==> config.mk <==
export PLATFORM = sky130hd
export DESIGN_NAME = vc_mem_req_arb2
export DESIGN_NICKNAME = d
export VERILOG_FILES = /design/src/rtl/vc_mem_req_arb2.sv
export SDC_FILE = /design/constraint.sdc
export NUM_CORES = 1
export LEC_CHECK = 0
export ABC_AREA = 0
export BUFFER_PORTS_ARGS = -buffer_cell sky130_fd_sc_hd__buf_2
export CORE_AREA = 5 5 93 95
export DETAILED_ROUTE_END_ITERATION = 16
export DIE_AREA = 0 0 98 100
export SYNTH_ARGS = -nofsm -noshare
export SYNTH_HDL_FRONTEND = slang
export SYNTH_SLANG_ARGS = --single-unit
==> constraint.sdc <==
create_clock -name clk -period 2.7 [get_ports clk]
set_input_delay 0 -clock clk [delete_from_list [all_inputs] [get_ports clk]]
set_output_delay 0 -clock clk [all_outputs]
set_load 0.005 [all_outputs]
==> src/rtl/vc_mem_req_arb2.sv <==
// Two-client memory request arbiter with in-order response routing through a small ID FIFO.
// Define VC_MEM_ARB_FIXED_PRIORITY_EN for fixed priority (client 0 wins); default is round-robin.

`ifndef VC_MEM_REQ_MSG_SZ
`define VC_MEM_REQ_MSG_SZ(a_, d_) (1 + (a_) + $clog2((d_)/8) + (d_))
`endif
`ifndef VC_MEM_RESP_MSG_SZ
`define VC_MEM_RESP_MSG_SZ(d_) (1 + $clog2((d_)/8) + (d_))
`endif

module vc_mem_req_arb2 #(
    parameter int p_addr_sz      = 8,
    parameter int p_data_sz      = 32,
    parameter int p_max_inflight = 4,
    localparam int c_req_msg_sz  = `VC_MEM_REQ_MSG_SZ(p_addr_sz, p_data_sz),
    localparam int c_resp_msg_sz = `VC_MEM_RESP_MSG_SZ(p_data_sz)
) (
    input  logic                     clk,
    input  logic                     reset,

    input  logic                     req0_val,
    output logic                     req0_rdy,
    input  logic [c_req_msg_sz-1:0]  req0_msg,

    input  logic                     req1_val,
    output logic                     req1_rdy,
    input  logic [c_req_msg_sz-1:0]  req1_msg,

    output logic                     memreq_val,
    input  logic                     memreq_rdy,
    output logic [c_req_msg_sz-1:0]  memreq_msg,

    input  logic                     memresp_val,
    output logic                     memresp_rdy,
    input  logic [c_resp_msg_sz-1:0] memresp_msg,

    output logic                     resp0_val,
    input  logic                     resp0_rdy,
    output logic [c_resp_msg_sz-1:0] resp0_msg,

    output logic                     resp1_val,
    input  logic                     resp1_rdy,
    output logic [c_resp_msg_sz-1:0] resp1_msg
);

    localparam int c_ptr_sz = $clog2(p_max_inflight);
    localparam logic [c_ptr_sz:0] c_count_full = (c_ptr_sz + 1)'(p_max_inflight);

    logic [p_max_inflight-1:0] r_ids;
    logic [c_ptr_sz-1:0]       r_head;
    logic [c_ptr_sz-1:0]       r_tail;
    logic [c_ptr_sz:0]         r_count;

    logic w_full;
    logic w_empty;
    logic w_grant;
    logic w_head_id;
    logic w_push;
    logic w_pop;

    assign w_full    = (r_count == c_count_full);
    assign w_empty   = (r_count == '0);
    assign w_head_id = r_ids[r_head];

`ifdef VC_MEM_ARB_FIXED_PRIORITY_EN
    assign w_grant = ~req0_val;
`else
    logic r_prio;

    always_comb begin
        w_grant = r_prio;
        if (req0_val && !req1_val)
            w_grant = 1'b0;
        else if (req1_val && !req0_val)
            w_grant = 1'b1;
    end

    always_ff @(posedge clk or posedge reset) begin
        if (reset)
            r_prio <= 1'b0;
        else if (w_push)
            r_prio <= ~w_grant;
    end
`endif

    // Full is judged on the registered count so a same-cycle pop never admits a push.
    assign memreq_val = (req0_val | req1_val) & ~w_full;
    assign memreq_msg = w_grant ? req1_msg : req0_msg;
    assign req0_rdy   = ~w_grant & memreq_rdy & ~w_full;
    assign req1_rdy   =  w_grant & memreq_rdy & ~w_full;
    assign w_push     = memreq_val & memreq_rdy;

    assign resp0_val   = ~w_empty & ~w_head_id & memresp_val;
    assign resp1_val   = ~w_empty &  w_head_id & memresp_val;
    assign memresp_rdy = ~w_empty & (w_head_id ? resp1_rdy : resp0_rdy);
    assign resp0_msg   = memresp_msg;
    assign resp1_msg   = memresp_msg;
    assign w_pop       = memresp_val & memresp_rdy;

    always_ff @(posedge clk or posedge reset) begin
        if (reset) begin
            r_ids   <= '0;
            r_head  <= '0;
            r_tail  <= '0;
            r_count <= '0;
        end else begin
            if (w_push) begin
                r_ids[r_tail] <= w_grant;
                r_tail        <= r_tail + 1'b1;
            end
            if (w_pop)
                r_head <= r_head + 1'b1;
            case ({w_push, w_pop})
                2'b10:   r_count <= r_count + 1'b1;
                2'b01:   r_count <= r_count - 1'b1;
                default: r_count <= r_count;
            endcase
        end
    end

endmodule

==> results.py <==
metrics = {
    "global_routing": {
        "grt_first_pass_wirelength_mm": 7.30,
        "grt_max_degree": 50,
        "grt-ovfl-total": 0,
        "grt_usage": 0.0897,
        "grt_pass1_vias": 1519,
        "antenna_found_initial": 0,
    },
    "sta": {
        "finalMaxSlewViolations": 0,
        "setup_viol": 0,
        "timing.fmax_mhz": 425,
        "hold_viol": 0,
        "finalClockSkew_ns": 0.00657,
        "period_needed_ns": 2.35,
        "worst_slew_pin_slew_ns": 1.05,
        "hold_ws_ns": 0.00000345,
        "rsz0062_at_grt": "no",
        "period_share": 0.871,
        "fin_setup_tns_ns": 0,
        "slew_headroom": 0.301,
    },
    "placed_design": {
        "io_buffers": 142,
        "dpl_cell_area_mm2": 0.00203,
        "place.gp.congestion": 0.781,
        "hpwlAfterDp_mm": 4.09,
    },
    "synth": {
        "netlist_area_mm2": 0.00174,
        "synth.most_common_cell": "buf_4",
        "yosys.area.top_type": "mux2_2",
        "synth.top_cell.area_share": 0.303,
        "async_flop_share": 1.00,
        "syn_inst": 182,
        "yosys_most_used_dff": "dfrtp_1",
        "synthTopCellsByCount": "70 x buf_4, 47 x mux2_2, 12 x dfrtp_1, 9 x inv_1",
        "synth.area.top_cells": "mux2_2 30%, buf_4 30%, dfrtp_1 17%",
        "ys_warn_count": 0,
        "synth_seq_cells": 12,
        "synth_edf_count": 0,
        "syn_avg_cell_area_um2": 9.58,
        "synth_cell_types": 26,
        "syn_nets": 317,
        "ys_seq_area_frac": 0.172,
    },
    "die": {
        "die_y_um": 100,
        "initial_core_util": 0.228,
        "die_w_um": 98,
        "pin_count": 248,
        "rows": 32,
        "core-area_mm2": 0.00765,
        "die-area_mm2": 0.00980,
    },
    "run": {
        "drv_cap": 0,
    },
    "power": {
        "leakagePower_nw": 1.10,
        "power_density_mw_per_mm2": 676,
        "max-vdd-ir-drop_mv": 0.267,
    },
    "clock_network": {
        "clockBufferDepth": 2,
        "clock_sink_count": 12,
        "cts_setup_buffers": 0,
        "htreeDepth": 1,
        "clock_latency_ns": 0.24,
        "clkTransAtPathRegs_ns": 0.05,
        "cts_buffers": 3,
        "cts_tree": "built",
        "clock-root-buffer": "clkbuf_8",
    },
    "setup_path": {
        "worst_setup_path_start_kind": "register",
        "required_ns": 2.87,
        "reg2regPathDepth": 9,
        "path_max_fanout": 3,
        "path_class": "register to register",
        "end_kind": "register",
        "arrival_ns": 2.52,
    },
    "final_layout": {
        "nets": 392,
        "regArea_um2": 300,
        "drive_gt1_frac": 0.780,
        "post-route-util": 0.273,
        "multiInputGateArea_um2": 847,
        "antennaDiodeCount": 0,
        "fin_area_mm2": 0.00209,
        "area_delta_synth_final_pct": 19.7,
        "num-fill-cells": 825,
    },
    "route": {
        "drtIter0Drc": 27,
        "wl_per_cell_um": 13.0,
        "drc": 0,
        "vias": 1400,
        "ant_nets": 0,
        "post_drt_via_cell_ratio": 3.92,
        "wl_mm": 4.65,
        "drt_pass1_iterations": 4,
    },
    "min_path": {
        "min_path_type": "input port to primary output",
        "hold_depth": 0,
    },
    "run_status": {
        "status": "completed",
    },
}
==> logic make-up after synthesis <==
| logic type | count (synthesis) | synth area share |
|---|---|---|
| mux | 50 | 0.330 |
| compound gates | 6 | 0.0222 |
| buf+inv | 84 | 0.342 |
| simple gates | 17 | 0.0495 |
| fa+ha+maj | 7 | 0.0538 |
| xor+xnor | 6 | 0.0301 |
| flops | 12 | 0.172 |
==> repair_timing <==
item	in CTS	in global routing
resized for setup	0	0
hold buffers	2	0
endpoints found under the hold margin	13	0
==> area by class of cell <==
cell class              count  area share
multi-input cells          86       0.406
well taps                 102      0.0611
flip-flops and latches     12       0.144
clock buffers               3      0.0198
repair buffers            145       0.354
inverters                   9      0.0162
==> state kept, by name (all words and copies together), names as in the netlist <==
signal   cells
r_prio       1
r_ids        4
r_tail       2
r_count      3
r_head       2
==> through the flow <==
stage | worst slack [ns] | power [W] | cells
after detailed placement | 0.344 | 0.00127 | 352
after global placement | 0.392 | 0.00124 | 352
after global routing | 0.211 | 0.00155 | 357
final | 0.347 | 0.00141 | 357
after CTS | 0.336 | 0.00144 | 357
after floorplan | 0.444 | 0.00104 | 182
==> power by group <==
| group | switching [W] | internal [W] | leakage [nW] |
|---|---|---|---|
| Combinational | 0.000386 | 0.000511 | 0.935 |
| Clock | 0.0000626 | 0.0000981 | 0.0216 |
| Sequential | 0.0000765 | 0.000277 | 0.140 |
| Total | 0.000525 | 0.000886 | 1.10 |
==> path summary, 6_finish.rpt <==
kind | slack (ns) | start | to
min reg2reg | 0.50 | r_prio$_DFFE_PP0P_ | r_prio$_DFFE_PP0P_
min | 0.000003 | memresp_msg[14] | resp0_msg[14]
max in group asynchronous | 2.07 | reset | r_ids[3]$_DFFE_PP0P_
min in group asynchronous | 0.31 | reset | r_head[0]$_DFFE_PP0P_
max | 0.35 | r_head[1]$_DFFE_PP0P_ | r_count[2]$_DFFE_PP0P_
max reg2reg | 0.35 | r_head[1]$_DFFE_PP0P_ | r_count[2]$_DFFE_PP0P_
==> layout by cell type, fill, tap and decap left out <==
master	Yosys	final
nor2b_1	2	2
dfrtp_1	12	12
fa_1	1	1
nor2_1	5	5
a31oi_1	1	1
buf_4	70	1
mux2_2	47	47
nor3b_2	1	1
mux2i_1	1	1
maj3_2	1	1
buf_2	3	142
and2_1	1	1
xnor2_1	2	2
mux4_2	1	1
nor2_2	1	1
ha_1	5	5
inv_1	9	9
nand2b_1	1	1
dlygate4sd3_1	0	2
clkbuf_8	0	3
a21oi_1	3	3
nor3_1	1	1
a211oi_2	1	1
xor2_1	4	4
o21ai_0	1	1
mux2i_2	1	1
nand2_1	5	5
==> per-layer routing <==
layer	track usage	part of all wire
met4	0.0160	0.0019
met2	0.157	0.48
met1	0.0969	0.36
met5	0	0
met3	0.0493	0.15
==> critical path, stage by stage, from the launching register on <==
cell     delay, ns
dfrtp_1       0.37
mux4_2        0.55
mux2i_2       0.20
nor2_2        0.13
ha_1          0.19
inv_1         0.06
fa_1          0.37
xor2_1        0.15
nor2_1        0.11
xor2_1        0.14
(Power assumes the default switching activity.)
